===== config.mk =====
export PLATFORM = sky130hd
export DESIGN_NAME = ovl_cycle_sequence_scheduler
export DESIGN_NICKNAME = d
export VERILOG_FILES = /design/src/rtl/ovl_seq_sched_pkg.sv /design/src/rtl/ovl_rr_arbiter.sv /design/src/rtl/ovl_cycle_sequence_scheduler.sv
export SDC_FILE = /design/constraint.sdc
export NUM_CORES = 1
export LEC_CHECK = 0
export ABC_CLOCK_PERIOD_IN_PS = 5190
export CAP_MARGIN = 10
export CORE_UTILIZATION = 56
export CTS_CLUSTER_DIAMETER = 40
export CTS_CLUSTER_SIZE = 25
export DETAILED_ROUTE_END_ITERATION = 12
export MAX_ROUTING_LAYER = met4
export PLACE_DENSITY_LB_ADDON = 0.3
export SKIP_LAST_GASP = 1
export SYNTH_ARGS = -nofsm -noshare
export SYNTH_HDL_FRONTEND = slang
export SYNTH_SLANG_ARGS = --single-unit
export TNS_END_PERCENT = 20

===== constraint.sdc =====
create_clock -name clk -period 5.19 [get_ports clk]
set_clock_uncertainty 0.05 [all_clocks]
set_input_delay 1.038 -clock clk [delete_from_list [all_inputs] [get_ports clk]]
set_output_delay 1.038 -clock clk [all_outputs]
set_load 0.005 [all_outputs]

===== src/rtl/ovl_seq_sched_pkg.sv =====
// Shared types and helpers for the shared cycle-sequence scheduler.
// Optional coverage counters in the top are enabled by OVL_SEQ_SCHED_COVER_EN.
package ovl_seq_sched_pkg;

   typedef enum logic {
      IDLE  = 1'b0,
      TRACK = 1'b1
   } state_e;

   typedef enum logic [1:0] {
      PASS  = 2'd0,
      ABORT = 2'd1,
      FIRE  = 2'd2
   } result_e;

   function automatic int clog2(input int n);
      int r;
      r = 0;
      while ((1 << r) < n) r++;
      return r;
   endfunction

endpackage


===== src/rtl/ovl_rr_arbiter.sv =====
// Combinational round-robin search: first set req bit at or after rr_ptr, wrapping.
module ovl_rr_arbiter #(
   parameter int NUM_REQ = 4,
   parameter int IDX_W   = 2
) (
   input  logic [NUM_REQ-1:0] req,
   input  logic [IDX_W-1:0]   rr_ptr,
   output logic [NUM_REQ-1:0] gnt,
   output logic [IDX_W-1:0]   idx,
   output logic               vld
);

   int               cand;
   logic [IDX_W-1:0] cand_idx;

   always_comb begin
      gnt      = '0;
      idx      = '0;
      vld      = 1'b0;
      cand     = 0;
      cand_idx = '0;
      for (int i = 0; i < NUM_REQ; i++) begin
         cand     = (int'(rr_ptr) + i) % NUM_REQ;
         cand_idx = IDX_W'(cand);
         if (!vld && req[cand_idx]) begin
            vld           = 1'b1;
            idx           = cand_idx;
            gnt[cand_idx] = 1'b1;
         end
      end
   end

endmodule


===== src/rtl/ovl_cycle_sequence_scheduler.sv =====
// One cycle-sequence tracking engine shared round-robin among NUM_REQ channels.
// Define OVL_SEQ_SCHED_COVER_EN to add saturating pass/fire/miss counters.
module ovl_cycle_sequence_scheduler
   import ovl_seq_sched_pkg::*;
#(
   parameter int NUM_REQ = 4,
   parameter int NUM_CKS = 3,
   localparam int IDX_W  = clog2(NUM_REQ)
) (
   input  logic               clk,
   input  logic               reset_n,
   input  logic [NUM_REQ-1:0] req,
   input  logic [NUM_REQ-1:0] ev,
   output logic [NUM_REQ-1:0] gnt,
   output logic               busy,
   output logic               pass,
   output logic               abort,
   output logic               fire,
   output logic [IDX_W-1:0]   result_id,
`ifdef OVL_SEQ_SCHED_COVER_EN
   output logic [15:0]        pass_cnt,
   output logic [15:0]        fire_cnt,
   output logic [15:0]        miss_cnt,
`endif
   output logic               miss
);

   localparam int                STEP_W    = clog2(NUM_CKS);
   localparam logic [STEP_W-1:0] LAST_STEP = STEP_W'(NUM_CKS - 1);

   state_e               state_q, state_d;
   logic [STEP_W-1:0]    step_q, step_d;
   logic [IDX_W-1:0]     owner_q, owner_d;
   logic [IDX_W-1:0]     rr_ptr_q, rr_ptr_d;
   logic [NUM_REQ-1:0]   gnt_d;
   logic                 busy_d;
   logic                 miss_d;
   logic                 res_vld_d;
   result_e              res_d;
   logic                 pass_d, abort_d, fire_d;
   logic                 ev_own;
   logic                 multi_req;

   logic [NUM_REQ-1:0]   arb_gnt;
   logic [IDX_W-1:0]     arb_idx;
   logic                 arb_vld;

   ovl_rr_arbiter #(
      .NUM_REQ (NUM_REQ),
      .IDX_W   (IDX_W)
   ) u_arb (
      .req    (req),
      .rr_ptr (rr_ptr_q),
      .gnt    (arb_gnt),
      .idx    (arb_idx),
      .vld    (arb_vld)
   );

   assign ev_own    = ev[owner_q];
   assign multi_req = (req & (req - NUM_REQ'(1))) != '0;

   always_comb begin
      state_d   = state_q;
      step_d    = step_q;
      owner_d   = owner_q;
      rr_ptr_d  = rr_ptr_q;
      gnt_d     = gnt;
      busy_d    = busy;
      miss_d    = 1'b0;
      res_vld_d = 1'b0;
      res_d     = PASS;
      case (state_q)
         IDLE: begin
            miss_d = multi_req;
            if (arb_vld) begin
               state_d = TRACK;
               step_d  = STEP_W'(1);
               owner_d = arb_idx;
               gnt_d   = arb_gnt;
               busy_d  = 1'b1;
            end
         end
         TRACK: begin
            // Still tracking at this edge, so any request here is dropped.
            miss_d = |req;
            if (step_q == LAST_STEP) begin
               res_vld_d = 1'b1;
               res_d     = ev_own ? PASS : FIRE;
            end else if (!ev_own) begin
               res_vld_d = 1'b1;
               res_d     = ABORT;
            end else begin
               step_d = step_q + STEP_W'(1);
            end
            if (res_vld_d) begin
               state_d  = IDLE;
               gnt_d    = '0;
               busy_d   = 1'b0;
               rr_ptr_d = IDX_W'((int'(owner_q) + 1) % NUM_REQ);
            end
         end
         default: state_d = IDLE;
      endcase
   end

   assign pass_d  = res_vld_d && (res_d == PASS);
   assign abort_d = res_vld_d && (res_d == ABORT);
   assign fire_d  = res_vld_d && (res_d == FIRE);

   always_ff @(posedge clk or negedge reset_n) begin
      if (!reset_n) begin
         state_q   <= IDLE;
         step_q    <= '0;
         owner_q   <= '0;
         rr_ptr_q  <= '0;
         gnt       <= '0;
         busy      <= 1'b0;
         pass      <= 1'b0;
         abort     <= 1'b0;
         fire      <= 1'b0;
         miss      <= 1'b0;
         result_id <= '0;
      end else begin
         state_q  <= state_d;
         step_q   <= step_d;
         owner_q  <= owner_d;
         rr_ptr_q <= rr_ptr_d;
         gnt      <= gnt_d;
         busy     <= busy_d;
         pass     <= pass_d;
         abort    <= abort_d;
         fire     <= fire_d;
         miss     <= miss_d;
         if (res_vld_d) result_id <= owner_q;
      end
   end

`ifdef OVL_SEQ_SCHED_COVER_EN
   function automatic logic [15:0] sat_inc(input logic [15:0] c);
      return (c == 16'hFFFF) ? c : c + 16'd1;
   endfunction

   // Counters advance on the same edge that launches their pulse.
   always_ff @(posedge clk or negedge reset_n) begin
      if (!reset_n) begin
         pass_cnt <= '0;
         fire_cnt <= '0;
         miss_cnt <= '0;
      end else begin
         if (pass_d) pass_cnt <= sat_inc(pass_cnt);
         if (fire_d) fire_cnt <= sat_inc(fire_cnt);
         if (miss_d) miss_cnt <= sat_inc(miss_cnt);
      end
   end
`endif

endmodule


[Word level (Yosys, flattened, before mapping)]
Cells that the tools add are included.
Operators by class
  equality and inequality tests: 7
  $add $sub $neg: 6
  muxes and demuxes: 52
  order comparisons: 9
  divide/modulo/power cells: 0
  bitwise logic cells: 5
  shifts and indexed selects: 0
  reduce and logical (&&, ||, !) cells: 20
  multiply operators: 0
Operators with widths (count)
  2-to-1 mux 4 bit: 6
  2-to-1 mux 1 bit: 22
  2-to-1 mux 2 bit: 10
  less-than comparator 2 x 3 -> 1 bit (second input constant): 5
  bitwise OR 4 bit: 3
  binary-select mux 1 bit (select 2 bit): 5
  logical AND 1 bit: 10
  demux 1 bit (select 2 bit): 4
  greater-or-equal comparator 2 x 1 -> 1 bit (second input constant): 4
  case mux 4 bit (2 select lines): 1
  adder 2 x 1 -> 2 bit (second input constant): 3
  case mux 1 bit (2 select lines): 3
  AND reduction 2 bit: 3
  adder 2 bit (second input constant): 2
  bitwise AND 4 bit: 1
  == test 2 bit (second input constant): 2
  != test 2 x 1 -> 1 bit (second input constant): 2
  != test 2 bit (second input constant): 2
  case mux 2 bit (2 select lines): 1
  nonzero test 4 bit: 1
  OR reduction 4 bit: 1
  subtractor 4 x 1 -> 4 bit (second input constant): 1
  logical NOT 1 bit: 3
  AND reduction 3 bit: 1
  other kinds (3): 3
Storage, ports and cells
  ROM bits: 0
  logic and storage cells: 110
  bits in latches: 0
  register bits after elaboration: 18
  output and inout port bits: 11
  input bits: 10
  memories: 0
  bits in writable memories: 0

[Depth between registers and ports, before layout]
  depth in word-level cells: 14
  depth in mapped cells: 8
  gate-level depth less buffers: 6

[By module]
From an unflattened synthesis, not the netlist that was laid out.
Second synthesis, totals
  cell total of the unflattened synthesis: 125
  area, all modules: 1373.8 um^2
Modules (own cells, without submodules)
  ovl_cycle_sequence_scheduler: cells an instance 80, area each 954.7 um^2, instances 1, sequential area each 450.4 um^2
  ovl_rr_arbiter: cells an instance 45, area each 419.2 um^2, instances 1, sequential area each 0.0 um^2

[Worst setup path after synthesis]
OpenSTA, ideal clock, no wires.
  kind: input -> register
  start point: in req[3]
  end point: reg owner_q[0]
  setup slack: 2.742 ns
  arrival time: 2.316 ns
  setup time: 0.082 ns
  required time: 5.058 ns
  cell stages on the path: 5
  path through: buf_6 -> mux4_2 -> o21ba_1 -> or3_1 -> a31oi_1
Between the ends
  longest elaborated chain between the ends: 13
Ends and longest elaborated chain
  from (decl): line ovl_cycle_sequence_scheduler.sv:12  | input logic [NUM_REQ-1:0] req,
  binary-select mux 1 bit (select 2 bit): line ovl_rr_arbiter.sv:25  | if (!vld && req[cand_idx]) begin
  2-to-1 mux 1 bit (implied by the code): line ovl_rr_arbiter.sv:25
  2-to-1 mux 1 bit: line ovl_rr_arbiter.sv:25
  logical NOT 1 bit: line ovl_rr_arbiter.sv:25
  logical AND 1 bit: line ovl_rr_arbiter.sv:25
  2-to-1 mux 1 bit: line ovl_rr_arbiter.sv:25
  logical NOT 1 bit: line ovl_rr_arbiter.sv:25
  logical AND 1 bit: line ovl_rr_arbiter.sv:25
  2-to-1 mux 1 bit: line ovl_rr_arbiter.sv:25
  logical NOT 1 bit: line ovl_rr_arbiter.sv:25
  logical AND 1 bit: line ovl_rr_arbiter.sv:25
  2-to-1 mux 1 bit: line ovl_rr_arbiter.sv:25
  AND reduction 2 bit (no line)
  to (signal assigned): line ovl_cycle_sequence_scheduler.sv:126  | owner_q <= owner_d;
  to (decl): line ovl_cycle_sequence_scheduler.sv:33  | logic [IDX_W-1:0] owner_q, owner_d;
Parallel ways exist; a longest one is shown, timed or not. The select of a mux whose other input is x is not followed.
A chain may end at the register's enable or synchronous reset.

[Worst setup path in the final report]
  start point: in req[3]
  end point: reg owner_q[1]
The elaborated chain is that of the path after synthesis.

==> flow_summary.json <==
{
  "synth_ff_type": "dfrtp_1",
  "cts_buffers": 3,
  "grt_pass1_wl_um": 4215,
  "wire_per_inst_um": 15.14,
  "diodes": 0,
  "cts_hold_buf": 0,
  "critical_path.endpoint": "owner_q[1]$_DFFE_PN0P_",
  "wl_um": 2543,
  "ios": 21,
  "fin_crit_sh_pct": 54.75,
  "nets": 161,
  "via_per_inst": 6.113,
  "die_h_um": 48.60,
  "min_path_type": "flop to flop",
  "clk_pin_slew_worst_paths_ns": 0.09,
  "finalCriticalPeriod_ns": 2.842,
  "insertion_delay_ns": 0.30,
  "synthArstFlopShare_pct": 100.0,
  "syn-instance-count": 122,
  "power_density_mw_per_mm2": 626.8,
  "ys_warn_count": 0,
  "arrival_ns": 3.01,
  "fmax_mhz": 351.9,
  "final_util_pct": 72.75,
  "grt_max_degree": 19,
  "place_hpwl_um": 1840,
  "maxCapViolCount": 0,
  "gp_congestion": 0.8747,
  "worstMarginPinSlew_ns": 0.7571,
  "cts_buffer_depth": 2,
  "cts_sinks": 18,
  "htreeDepth": 1,
  "syn_area_per_cell_um2": 9.969,
  "firstDrtPassIters": 4,
  "endpoint_kind": "flop",
  "antenna_found_initial": 0,
  "synth_area_leaders": "dfrtp_1 37%, ha_1 9.3%, a21oi_1 7.8%, mux4_2 7.4%, nand2_1 3.4%",
  "busiest_layer": "met2",
  "worstSetupStartpoint": "req[3]",
  "overflow": 0,
  "synth_edf_count": 0,
  "synthDominantCellAreaShare_pct": 37.04,
  "ys_seq_area_share_pct": 37.04,
  "r2r_end": "owner_q[1]$_DFFE_PN0P_",
  "drt_iter0_drc": 40,
  "syn_area_mm2": 0.001216,
  "finalSetupTns_ns": 0,
  "postCtsSetupRepairBufs": 0,
  "grt_setup_unrepaired": "no",
  "area_growth_pct": 19.75,
  "synth_seq_cells": 18,
  "vias": 1027,
  "grt_use_total_pct": 24.08,
  "relSlewSlack_pct": 49.37,
  "clockRootBuffer": "clkbuf_4",
  "synth_most_common_cell": "a21oi_1",
  "crit_required_ns": 5.36,
  "setup_viol": 0,
  "critPathLaunchType": "input port",
  "die_w_um": 48.60,
  "slew_viol_final": 0,
  "grtUsageMet1_pct": 28.75,
  "holdWs_ns": 0.4403,
  "dieArea_mm2": 0.002362,
  "crit_type": "input port to flop",
  "r2r_slack_ns": 2.37,
  "p_leak_nw": 0.6448,
  "hold_violations": 0,
  "core_mm2": 0.002002,
  "drc": 0,
  "ir_drop_mv": 0.4128,
  "cp_max_fo": 13,
  "drive_above_1_share_pct": 9.929,
  "ant_nets": 0,
  "synth_top_area_cell": "dfrtp_1",
  "r2r_start": "rr_ptr_q[0]$_DFFE_PN0P_",
  "grt_util_met2_pct": 40.05,
  "rows": 16,
  "ys_types": 38,
  "port-buffer-count": 20,
  "first_global_vias": 925,
  "cts_tree": "yes",
  "met3_usage_pct": 3.145,
  "reg2regPathDepth": 6,
  "syn-num-nets": 141,
  "start_util_pct": 60.75,
  "synth_common_cells": "19 x a21oi_1, 18 x dfrtp_1, 11 x nand2_1",
  "ctsResizeCount": 0,
  "status": "completed"
}
==> worst max-delay path, stage by stage <==
cell and delay, ns:
clkdlybuf4s50_1 0.55, mux4_2 0.67, nor4b_4 0.43, nor2_1 0.10, a211oi_2 0.23
==> how the worst min path moves through the flow <==
stage	start	end	slack (ns)	depth (start not counted)
final	result_id[0]$_DFFE_PN0P_	result_id[0]$_DFFE_PN0P_	0.44	2
after global placement	result_id[1]$_DFFE_PN0P_	result_id[1]$_DFFE_PN0P_	0.41	2
after floorplan	result_id[1]$_DFFE_PN0P_	result_id[1]$_DFFE_PN0P_	0.42	2
after detailed placement	result_id[0]$_DFFE_PN0P_	result_id[0]$_DFFE_PN0P_	0.43	2
after CTS	result_id[0]$_DFFE_PN0P_	result_id[0]$_DFFE_PN0P_	0.45	2
after global routing	result_id[0]$_DFFE_PN0P_	result_id[0]$_DFFE_PN0P_	0.49	2
==> logic make-up after synthesis <==
family | share of synthesized area (%)
buffers and inverters | 5.555
adders and majority gates | 10.08
AOI/OAI and AO/OA | 19.24
xor gates and xnor gates | 0.7203
and+or+nand+nor | 15.23
muxes | 12.14
DFF | 37.04
==> layout make-up <==
cell class	count	area, um2
Clock buffer	4	36.28
Fill cell	161	545.5
Inverter	10	37.54
Multi-Input combinational cell	89	698.2
Sequential cell	18	450.4
Tap cell	27	33.78
Timing Repair Buffer	20	200.2
==> through the flow <==
stage	setup WS, ns	instance area [um2]	std cells	power [mW]
4_1_cts	2.371	1456	168	0.9139
2_1_floorplan	2.742	1216	122	0.6612
3_3_place_gp	2.157	1420	164	0.8005
5_1_grt	2.197	1456	168	0.9856
6_report	2.348	1456	168	0.9129
3_5_place_dp	2.062	1420	164	0.8215
==> power by group <==
group | total, mW | switching (mW) | internal (mW)
combinational | 0.550 | 0.277 | 0.273
sequential | 0.277 | 0.0745 | 0.203
clock | 0.0856 | 0.0428 | 0.0429
total | 0.913 | 0.394 | 0.519
==> sequential cells by signal (all words and copies together), names as in the netlist <==
register,count
busy,1
step_q,2
abort,1
state_q,1
fire,1
rr_ptr_q,2
owner_q,2
pass,1
miss,1
gnt,4
result_id,2
==> layer usage <==
| layer | up-vias | part of all wire, % |
|---|---|---|
| li1 | 489 | - |
| met1 | 496 | 42 |
| met2 | 34 | 51 |
| met3 | 8 | 4.2 |
| met4 | 0 | 2.5 |
| met5 | - | 0 |
==> placed cells by master, fill, tap and decap left out, types with 4 or more instances in the layout <==
cell	count
clkdlybuf4s50_1	20
a21oi_1	19
dfrtp_1	18
nand2_1	11
inv_1	10
ha_1	9
nor2_1	6
mux4_2	4
o21ai_0	4
nand3b_1	4
a22o_1	4
Power figures use the tool's default switching activity.
